==> src/rtl/image_pkg.sv <==
// -----------------------------------------------------------------------------
// image_pkg
// Shared definitions for the 3x3 window front end of the convolution datapath.
//   PIXEL_W  : grayscale pixel width
//   WIN_DIM  : window edge length
//   WIN_SIZE : pixels per window
//   pixel_t  : one unsigned pixel
//   win_state_t : window generator sequencing states
// -----------------------------------------------------------------------------
package image_pkg;

  localparam int PIXEL_W  = 8;
  localparam int WIN_DIM  = 3;
  localparam int WIN_SIZE = 9;

  typedef logic [PIXEL_W-1:0] pixel_t;

  typedef enum logic [1:0] {
    FILL   = 2'd0,
    STREAM = 2'd1,
    HOLD   = 2'd2
  } win_state_t;

endpackage

==> src/rtl/window_generator_3x3_if.sv <==
// -----------------------------------------------------------------------------
// window_generator_3x3_if
// Pixel stream in, 3x3 window out.
//   pixel_in / pixel_in_valid / pixel_in_sof / pixel_in_ready : raster input
//   win_1 .. win_9 / window_valid / window_ack                 : window output
//   frame_done                                                 : last window pulse
// Modport slave is the window generator; master is its environment.
// -----------------------------------------------------------------------------
interface window_generator_3x3_if;
  import image_pkg::*;

  pixel_t pixel_in;
  logic   pixel_in_valid;
  logic   pixel_in_sof;
  logic   pixel_in_ready;
  pixel_t win_1;
  pixel_t win_2;
  pixel_t win_3;
  pixel_t win_4;
  pixel_t win_5;
  pixel_t win_6;
  pixel_t win_7;
  pixel_t win_8;
  pixel_t win_9;
  logic   window_valid;
  logic   window_ack;
  logic   frame_done;

  modport slave (
    input  pixel_in, pixel_in_valid, pixel_in_sof, window_ack,
    output pixel_in_ready, window_valid, frame_done,
    output win_1, win_2, win_3, win_4, win_5, win_6, win_7, win_8, win_9
  );

  modport master (
    output pixel_in, pixel_in_valid, pixel_in_sof, window_ack,
    input  pixel_in_ready, window_valid, frame_done,
    input  win_1, win_2, win_3, win_4, win_5, win_6, win_7, win_8, win_9
  );

endinterface

==> src/rtl/window_generator_3x3_line_delay.sv <==
// -----------------------------------------------------------------------------
// line_delay
// Enabled shift-register delay line: dout is the pixel written DEPTH enabled
// cycles earlier.
//   clk, reset (async, active-low)
//   en   : shift one position
//   din  : pixel entering the line
//   dout : pixel leaving the line
// -----------------------------------------------------------------------------
module line_delay
  import image_pkg::*;
#(
  parameter int DEPTH = 64
) (
  input  logic   clk,
  input  logic   reset,
  input  logic   en,
  input  pixel_t din,
  output pixel_t dout
);

  pixel_t sr_r [DEPTH];

  // Delay line storage, shifts on every enabled cycle.
  always_ff @(posedge clk or negedge reset) begin
    if (!reset) begin
      for (int i = 0; i < DEPTH; i++) begin
        sr_r[i] <= '0;
      end
    end else if (en) begin
      sr_r[0] <= din;
      for (int i = 1; i < DEPTH; i++) begin
        sr_r[i] <= sr_r[i-1];
      end
    end
  end

  assign dout = sr_r[DEPTH-1];

endmodule

==> src/rtl/window_generator_3x3.sv <==
// -----------------------------------------------------------------------------
// window_generator_3x3
// Turns a row-major 8-bit pixel stream into fully interior 3x3 windows.
// Two chained line delays supply the two rows above the incoming pixel; a
// 3x2 tap register holds the two previous columns. A window is issued for
// every transfer at row >= 2, col >= 2 and held until window_ack.
//   clk, reset (async, active-low)
//   bus : window_generator_3x3_if.slave (pixel input and window output)
// -----------------------------------------------------------------------------
module window_generator_3x3
  import image_pkg::*;
#(
  parameter int IMG_WIDTH  = 64,
  parameter int IMG_HEIGHT = 64
) (
  input logic                   clk,
  input logic                   reset,
  window_generator_3x3_if.slave bus
);

  localparam int CW = $clog2(IMG_WIDTH);
  localparam int RW = $clog2(IMG_HEIGHT);

  logic [CW-1:0] col_r;
  logic [RW-1:0] row_r;
  logic [CW-1:0] eff_col_s;
  logic [RW-1:0] eff_row_s;
  logic          col_last_s;
  logic          row_last_s;
  logic          ready_s;
  logic          xfer_s;
  logic          emit_s;
  logic          frame_end_s;

  win_state_t    state_r;
  logic          valid_r;
  logic          done_r;
  pixel_t        win_r    [WIN_SIZE];
  pixel_t        next_win_s [WIN_SIZE];
  pixel_t        tap_r    [WIN_DIM][2];
  pixel_t        new_col_s [WIN_DIM];
  pixel_t        lb0_out_s;
  pixel_t        lb1_out_s;

  line_delay #(.DEPTH(IMG_WIDTH)) u_lb0 (
    .clk   (clk),
    .reset (reset),
    .en    (xfer_s),
    .din   (bus.pixel_in),
    .dout  (lb0_out_s)
  );

  line_delay #(.DEPTH(IMG_WIDTH)) u_lb1 (
    .clk   (clk),
    .reset (reset),
    .en    (xfer_s),
    .din   (lb0_out_s),
    .dout  (lb1_out_s)
  );

  // Handshake, effective raster position and emit decode.
  always_comb begin
    ready_s = !valid_r || bus.window_ack;
    xfer_s  = bus.pixel_in_valid && ready_s;
    // A start-of-frame pixel is treated as (0,0) regardless of the counters.
    if (bus.pixel_in_sof) begin
      eff_col_s = '0;
      eff_row_s = '0;
    end else begin
      eff_col_s = col_r;
      eff_row_s = row_r;
    end
    col_last_s  = (eff_col_s == CW'(IMG_WIDTH - 1));
    row_last_s  = (eff_row_s == RW'(IMG_HEIGHT - 1));
    emit_s      = xfer_s && (eff_row_s >= RW'(2)) && (eff_col_s >= CW'(2));
    frame_end_s = xfer_s && col_last_s && row_last_s;
  end

  // Window as it will look after the current pixel's column shifts in.
  always_comb begin
    new_col_s[0] = lb1_out_s;
    new_col_s[1] = lb0_out_s;
    new_col_s[2] = bus.pixel_in;
    for (int r = 0; r < WIN_DIM; r++) begin
      next_win_s[3*r]     = tap_r[r][0];
      next_win_s[3*r + 1] = tap_r[r][1];
      next_win_s[3*r + 2] = new_col_s[r];
    end
  end

  // Column / row counters advance per transfer.
  always_ff @(posedge clk or negedge reset) begin
    if (!reset) begin
      col_r <= '0;
      row_r <= '0;
    end else if (xfer_s) begin
      if (col_last_s) begin
        col_r <= '0;
        row_r <= row_last_s ? '0 : eff_row_s + RW'(1);
      end else begin
        col_r <= eff_col_s + CW'(1);
        row_r <= eff_row_s;
      end
    end else begin
      col_r <= col_r;
      row_r <= row_r;
    end
  end

  // Tap registers keep the two most recent columns of the 3-row slice.
  always_ff @(posedge clk or negedge reset) begin
    if (!reset) begin
      for (int r = 0; r < WIN_DIM; r++) begin
        tap_r[r][0] <= '0;
        tap_r[r][1] <= '0;
      end
    end else if (xfer_s) begin
      for (int r = 0; r < WIN_DIM; r++) begin
        tap_r[r][0] <= tap_r[r][1];
        tap_r[r][1] <= new_col_s[r];
      end
    end
  end

  // Sequencing FSM with registered window, valid and frame_done outputs.
  always_ff @(posedge clk or negedge reset) begin
    if (!reset) begin
      state_r <= FILL;
      valid_r <= 1'b0;
      done_r  <= 1'b0;
      for (int i = 0; i < WIN_SIZE; i++) begin
        win_r[i] <= '0;
      end
    end else begin
      done_r <= emit_s && frame_end_s;

      // An emitting transfer wins over an ack so windows go out back to back.
      if (emit_s) begin
        valid_r <= 1'b1;
        for (int i = 0; i < WIN_SIZE; i++) begin
          win_r[i] <= next_win_s[i];
        end
      end else if (bus.window_ack) begin
        valid_r <= 1'b0;
      end

      if (xfer_s && (bus.pixel_in_sof || frame_end_s)) begin
        state_r <= FILL;
      end else begin
        case (state_r)
          FILL:    state_r <= emit_s ? HOLD : FILL;
          STREAM:  state_r <= emit_s ? HOLD : STREAM;
          HOLD: begin
            if (emit_s) begin
              state_r <= HOLD;
            end else if (bus.window_ack) begin
              state_r <= STREAM;
            end else begin
              state_r <= HOLD;
            end
          end
          default: state_r <= FILL;
        endcase
      end
    end
  end

  assign bus.pixel_in_ready = ready_s;
  assign bus.window_valid   = valid_r;
  assign bus.frame_done     = done_r;
  assign bus.win_1          = win_r[0];
  assign bus.win_2          = win_r[1];
  assign bus.win_3          = win_r[2];
  assign bus.win_4          = win_r[3];
  assign bus.win_5          = win_r[4];
  assign bus.win_6          = win_r[5];
  assign bus.win_7          = win_r[6];
  assign bus.win_8          = win_r[7];
  assign bus.win_9          = win_r[8];

endmodule

==> src/flat_wrapper.sv <==
// flat-port wrapper written by rule: the top's interface ports become plain ports
module window_generator_3x3_flat import image_pkg::*;
#(
  parameter int IMG_WIDTH  = 64,
  parameter int IMG_HEIGHT = 64
)
  (clk, reset, bus_pixel_in, bus_pixel_in_valid, bus_pixel_in_sof, bus_window_ack, bus_pixel_in_ready, bus_window_valid, bus_frame_done, bus_win_1, bus_win_2, bus_win_3, bus_win_4, bus_win_5, bus_win_6, bus_win_7, bus_win_8, bus_win_9);
  window_generator_3x3_if bus_i ();
  input logic clk;
  input logic reset;
  input wire logic [$bits(bus_i.pixel_in)-1:0] bus_pixel_in;
  input wire logic [$bits(bus_i.pixel_in_valid)-1:0] bus_pixel_in_valid;
  input wire logic [$bits(bus_i.pixel_in_sof)-1:0] bus_pixel_in_sof;
  input wire logic [$bits(bus_i.window_ack)-1:0] bus_window_ack;
  output wire logic [$bits(bus_i.pixel_in_ready)-1:0] bus_pixel_in_ready;
  output wire logic [$bits(bus_i.window_valid)-1:0] bus_window_valid;
  output wire logic [$bits(bus_i.frame_done)-1:0] bus_frame_done;
  output wire logic [$bits(bus_i.win_1)-1:0] bus_win_1;
  output wire logic [$bits(bus_i.win_2)-1:0] bus_win_2;
  output wire logic [$bits(bus_i.win_3)-1:0] bus_win_3;
  output wire logic [$bits(bus_i.win_4)-1:0] bus_win_4;
  output wire logic [$bits(bus_i.win_5)-1:0] bus_win_5;
  output wire logic [$bits(bus_i.win_6)-1:0] bus_win_6;
  output wire logic [$bits(bus_i.win_7)-1:0] bus_win_7;
  output wire logic [$bits(bus_i.win_8)-1:0] bus_win_8;
  output wire logic [$bits(bus_i.win_9)-1:0] bus_win_9;
  assign bus_i.pixel_in = bus_pixel_in;
  assign bus_i.pixel_in_valid = bus_pixel_in_valid;
  assign bus_i.pixel_in_sof = bus_pixel_in_sof;
  assign bus_i.window_ack = bus_window_ack;
  assign bus_pixel_in_ready = bus_i.pixel_in_ready;
  assign bus_window_valid = bus_i.window_valid;
  assign bus_frame_done = bus_i.frame_done;
  assign bus_win_1 = bus_i.win_1;
  assign bus_win_2 = bus_i.win_2;
  assign bus_win_3 = bus_i.win_3;
  assign bus_win_4 = bus_i.win_4;
  assign bus_win_5 = bus_i.win_5;
  assign bus_win_6 = bus_i.win_6;
  assign bus_win_7 = bus_i.win_7;
  assign bus_win_8 = bus_i.win_8;
  assign bus_win_9 = bus_i.win_9;
  window_generator_3x3 #(.IMG_WIDTH(IMG_WIDTH), .IMG_HEIGHT(IMG_HEIGHT)) u_core (.clk(clk), .reset(reset), .bus(bus_i));
endmodule
==> config.mk <==
export PLATFORM = sky130hd
export DESIGN_NAME = window_generator_3x3_flat
export DESIGN_NICKNAME = d
export VERILOG_FILES = /design/src/rtl/image_pkg.sv /design/src/rtl/window_generator_3x3_if.sv /design/src/rtl/window_generator_3x3_line_delay.sv /design/src/rtl/window_generator_3x3.sv /design/src/flat_wrapper.sv
export SDC_FILE = /design/constraint.sdc
export NUM_CORES = 2
export LEC_CHECK = 0
export BUFFER_PORTS_ARGS = -buffer_cell sky130_fd_sc_hd__buf_2
export CORE_UTILIZATION = 65
export CTS_CLUSTER_SIZE = 14
export DETAILED_ROUTE_END_ITERATION = 16
export PLACE_DENSITY = 0.82
export SYNTH_ARGS = -nofsm -noshare
export SYNTH_HDL_FRONTEND = slang
export SYNTH_SLANG_ARGS = --single-unit
==> constraint.sdc <==
create_clock -name clk -period 6.94 [get_ports clk]
set_input_delay 1.041 -clock clk [delete_from_list [all_inputs] [get_ports clk]]
set_output_delay 1.041 -clock clk [all_outputs]
set_load 0.02 [all_outputs]
# ---- After elaboration in Yosys (flattened, before gate mapping)
# Index checks and enable logic that the tools add are counted.
dict set report totals {
  register_bits 1126
  output_inout_bits 75
  elab_cells 165
}
dict set report classes {
  add_sub_neg 2
  order_cmp 2
  eq_ne 2
  n_mux 7
  n_reduce_logical 9
}
# op n
set ops {}
lappend ops {{$mux 6} 5}
lappend ops {{$add 6x1->6 const B} 2}
lappend ops {{$eq 6x6->1 const B} 2}
lappend ops {{$ge 6x2->1 const B} 2}
lappend ops {{$logic_and 1x1->1} 6}
lappend ops {{$mux 1} 2}
lappend ops {{$reduce_bool 2->1} 1}
lappend ops {{$logic_not 1->1} 1}
lappend ops {{$logic_or 1x1->1} 1}

# ---- Longest topological paths before layout
dict set report logic_depth {
  word_depth 6
  mapped_depth 9
}

# ---- Modules after synthesis
# A second synthesis with hierarchy kept.
dict set report hier_totals {
  hier_cells 2628
  area_unflattened_um2 44143.6
}
# mod instances cells_per_inst area_each_um2
set modules_own_cells {}
lappend modules_own_cells {line_delay 2 1089 19281.0}
lappend modules_own_cells {window_generator_3x3 1 450 5581.6}

# ---- Least setup slack after synthesis
# OpenSTA, ideal clock, no wires.
dict set report synth_timing {
  path_kind {input to register}
  startpoint {input bus_pixel_in_sof}
  endpoint {register u_core.win_r, in the netlist u_core.bus.win_1[5]}
  setup_time_ns 0.125
  arrival_ns 2.971
  path_slack_ns 3.844
  stages 9
  cell_sequence {clkbuf_1 nor2b_1 ha_1 or4_1 nor3_2 a2111oi_4 buf_8 buf_12 mux2_4}
}
dict set report synth_via {
  elab_chain_len 4
}
# element line_no
set synth_lines {}
lappend synth_lines {{from (decl)} flat_wrapper.sv:13} ;# input wire logic [$bits(bus_i.pixel_in_sof)-1:0] bus_pixel_in_sof;
lappend synth_lines {{$mux 6} window_generator_3x3.sv:66} ;# if (bus.pixel_in_sof) begin
lappend synth_lines {{$ge 6x2->1} window_generator_3x3.sv:75} ;# emit_s = xfer_s && (eff_row_s >= RW'(2)) && (eff_col_s >= CW'(2));
lappend synth_lines {{$logic_and 1x1->1} window_generator_3x3.sv:75}
lappend synth_lines {{$logic_and 1x1->1 *} window_generator_3x3.sv:75}
lappend synth_lines {{to (signal, indexed assignment)} window_generator_3x3.sv:141} ;# win_r[i] <= next_win_s[i];
lappend synth_lines {{to (decl)} window_generator_3x3.sv:38} ;# pixel_t win_r [WIN_SIZE];
# Mark *: on every way between the ends. The rest lies on a longest branch, timed or not.
# A chain may end at the register's enable or synchronous reset.

# ---- Worst setup path after layout
dict set report layout_timing {
  startpoint {input bus_window_ack}
  endpoint {register u_core.u_lb0.sr_r[12] (netlist bit)}
}
dict set report layout_via {
  elab_chain_len 2
}
# element line_no
set layout_lines {}
lappend layout_lines {{from (decl)} flat_wrapper.sv:14} ;# input wire logic [$bits(bus_i.window_ack)-1:0] bus_window_ack;
lappend layout_lines {{$logic_or 1x1->1} window_generator_3x3.sv:63} ;# ready_s = !valid_r || bus.window_ack;
lappend layout_lines {{$logic_and 1x1->1} window_generator_3x3.sv:64} ;# xfer_s = bus.pixel_in_valid && ready_s;
lappend layout_lines {{to (signal, indexed assignment)} window_generator_3x3_line_delay.sv:33} ;# sr_r[i] <= sr_r[i-1];
lappend layout_lines {{to (decl)} window_generator_3x3_line_delay.sv:22} ;# pixel_t sr_r [DEPTH];
# No other way between the ends.

==> reports/qor.yml <==
routing:
  wirelength_um: 75990
  drcViolationCount: 0
  wl_per_cell_um: 13.63
  drt_first_iter_violations: 2762
  vias_per_cell: 5.153
  ant_nets: 0
  vias: 28729
  firstDrtPassIters: 5
placed_design:
  place_congestion: 0.7387
  dp_hpwl_um: 39750
  port_buffers: 87
  place_area_mm2: 0.04344
  placed_cells: 5377
synth:
  yosys.area_share.xor_xnor_pct: 0
  ys.flop_type: "dfrtp_1"
  synth-simple-area-share_pct: 28.22
  synth.distinct_cells: 41
  ys_warn_count: 0
  yosys.area_share.adder_pct: 0.1175
  synth_top_family_by_area: "simple AND/OR/NAND/NOR gates"
  seq_area_frac_synth_pct: 66.16
  synth_compound_area_share_pct: 0.3379
  ys_ff_latch: 1126
  synth-edff-count: 0
  synthArstFlopShare_pct: 100.0
  avgSynthCellArea_um2: 9.175
  syn-cell-area_mm2: 0.04259
  synthCells: 4642
  synth_nets: 4659
  synth.area.mux_share_pct: 2.485
setup_path:
  crit_required_ns: 7.53
  crit_arrival_ns: 3.99
  endpoint_kind: "flip-flop"
  crit_fanout: 158
  crit_buf_inv: 4
  cp_top_family: "buffers and inverters"
  crit_slowest_cell: "nand2_8"
  worstPathCellList: "buf_2 > nor2b_1 > inv_2 > nand2_8 > buf_4 > buf_4 > nand2_1 > nand2_1"
  max_stage_delay_ns: 0.69
  crit_path_start_kind: "input port"
  reg2reg_from: "u_core.bus.window_valid"
  critical_path.startpoint: "bus_window_ack"
  criticalPathCategory: "in2reg"
cts:
  htree_levels: 3
  cts_hold_buf: 0
  max-clock-path-buffers: 3
  cts_tree: "done"
  clkLatencyLatePin_ns: 0.67
  cts_buffers: 107
  clkTransAtPathRegs_ns: 0.06
  cts_resized: 0
  clockRootBuffer: "clkbuf_16"
  cts.sinks: 1126
  cts_setup_buffers: 0
power:
  leakage_nw: 27.38
  power_mw: 13.71
  pwr_density_cell_mw_per_mm2: 290.5
  peakVddDrop_uv: 315.3
worst_hold_path:
  hold_class: "in2async"
global_route:
  grt_use_total_pct: 23.86
  grt-ovfl-total: 0
  grt_start_max_net_pins: 241
  grt_first_pass_wirelength_um: 134100
  antenna_found_initial: 0
  grt_pass1_vias: 28189
sta:
  slew_viol_final: 0
  slew_headroom_pct: 34.42
  final-hold-violation-count: 0
  fin_crit_sh_pct: 48.87
  fmax_ghz: 0.2949
  fin_setup_tns_ns: 0
  fin_worst_skew_ns: 0.02239
  setup-violations-final: 0
  min_period_ns: 3.391
  grt_setup_unrepaired: "false"
  tightest_slew_ns: 0.9837
die:
  num_io_pins: 88
  start_util_pct: 65.95
  die_y_um: 258.0
  coreArea_mm2: 0.06458
  fp-row-count: 93
  dieArea_mm2: 0.06655
  die_x_um: 258.0
cells_and_area:
  most-common-layout-cells: "nand2_1 (3130), dfrtp_1 (1126), clkbuf_16 (110)"
  nets: 4648
  drive_above_1_share_pct: 8.008
  n_antenna_cell: 0
  final_common_cell: "nand2_1"
  fin_area_mm2: 0.04719
  final_cell_count_no_fill: 5575
  area_growth_pct: 10.81
run_status:
  status: "complete, no violations"
job:
  cap_violations: 0
cell usage after synthesis (2+ instances only):
cell | count | area [um^2]
a21oi_1 | 4 | 20.02
a221o_1 | 2 | 20.02
and2_1 | 2 | 12.51
and4_1 | 2 | 17.52
buf_1 | 3 | 11.26
buf_12 | 5 | 100.1
buf_2 | 85 | 425.4
buf_8 | 2 | 30.03
clkbuf_1 | 146 | 548.0
dfrtp_1 | 1126 | 28180
ha_1 | 4 | 50.05
inv_1 | 4 | 15.01
mux2_2 | 14 | 157.7
mux2_4 | 58 | 870.8
mux2i_1 | 3 | 30.03
nand2_1 | 3130 | 11750
nand2b_1 | 3 | 18.77
nand3_1 | 6 | 30.03
nand4_1 | 2 | 12.51
nor2_1 | 3 | 11.26
nor2b_1 | 6 | 37.54
nor3_1 | 2 | 10.01
nor4_1 | 4 | 25.02
o21ai_0 | 7 | 35.03
o31ai_1 | 2 | 15.01
or4_1 | 2 | 15.01
stage by stage:
stage	setup WS, ns	utilization [%]	hold slack [ns]
final	3.549	73.07	0.4472
after CTS	3.603	73.07	0.4562
after global placement	3.017	67.27	0.4439
after detailed placement	2.984	67.27	0.4463
after global routing	3.318	73.07	0.4750
after floorplan	3.844	-	0.4386
cell families (layout without fill, tap and decap cells):
| group | count (synthesis) | count (layout) |
|---|---|---|
| DFF | 1126 | 1126 |
| AOI/OAI and AO/OA | 19 | 19 |
| and+or+nand+nor | 3171 | 3171 |
| muxes | 75 | 75 |
| buffers and inverters | 247 | 325 |
| adders and majority gates | 4 | 4 |
metal layers:
metal	track usage [%]	routed length, um	vias up
met5	0	0	-
met4	7.002	1815	0
met3	3.671	2361	146
met2	37.86	37100	453
met1	34.72	34710	14134
li1	-	-	13996
flip-flops by register name, summed over array words and instances, names as in the netlist:
name and cells:
u_core.u_lb0.sr_r 488, u_core.u_lb1.sr_r 488, u_core.next_win_s 48, u_core.bus.win_1 8, u_core.bus.win_2 8, u_core.bus.win_3 8
u_core.bus.win_4 8, u_core.bus.win_5 8, u_core.bus.win_6 8, u_core.bus.win_7 8, u_core.bus.win_8 8, u_core.bus.win_9 8
u_core.u_lb0.dout 8, u_core.u_lb1.dout 8, u_core.col_r 6, u_core.row_r 6, u_core.bus.frame_done 1, u_core.bus.window_valid 1
final timing paths:
check	depth (start not counted)	slack (ns)	endpoint
worst min-delay path	1	0.45	u_core.u_lb0.sr_r[52]
min in group clk	2	0.45	u_core.u_lb0.sr_r[277]
worst max register to register	7	3.67	u_core.u_lb0.sr_r[12]
worst min register to register	2	0.45	u_core.u_lb0.sr_r[277]
worst max-delay path	8	3.55	u_core.u_lb0.sr_r[12]
max in group asynchronous	3	4.82	u_core.next_win_s[47]
final cells by class:
cell class	count	area, um^2
Clock buffer	158	3203
Timing Repair Buffer	122	883.3
Tap cell	855	1070
Clock inverter	40	548.0
Inverter	5	18.77
Multi-Input combinational cell	3269	13290
Fill cell	4431	17390
Sequential cell	1126	28180
power by group:
| group | internal, mW | switching, mW | total, mW | leakage (nW) |
|---|---|---|---|---|
| Clock | 3.64 | 2.48 | 6.12 | 1.85 |
| Combinational | 0.154 | 0.474 | 0.629 | 9.92 |
| Sequential | 6.82 | 0.146 | 6.96 | 15.6 |
Note: power is estimated with default switching activity, not from simulation.
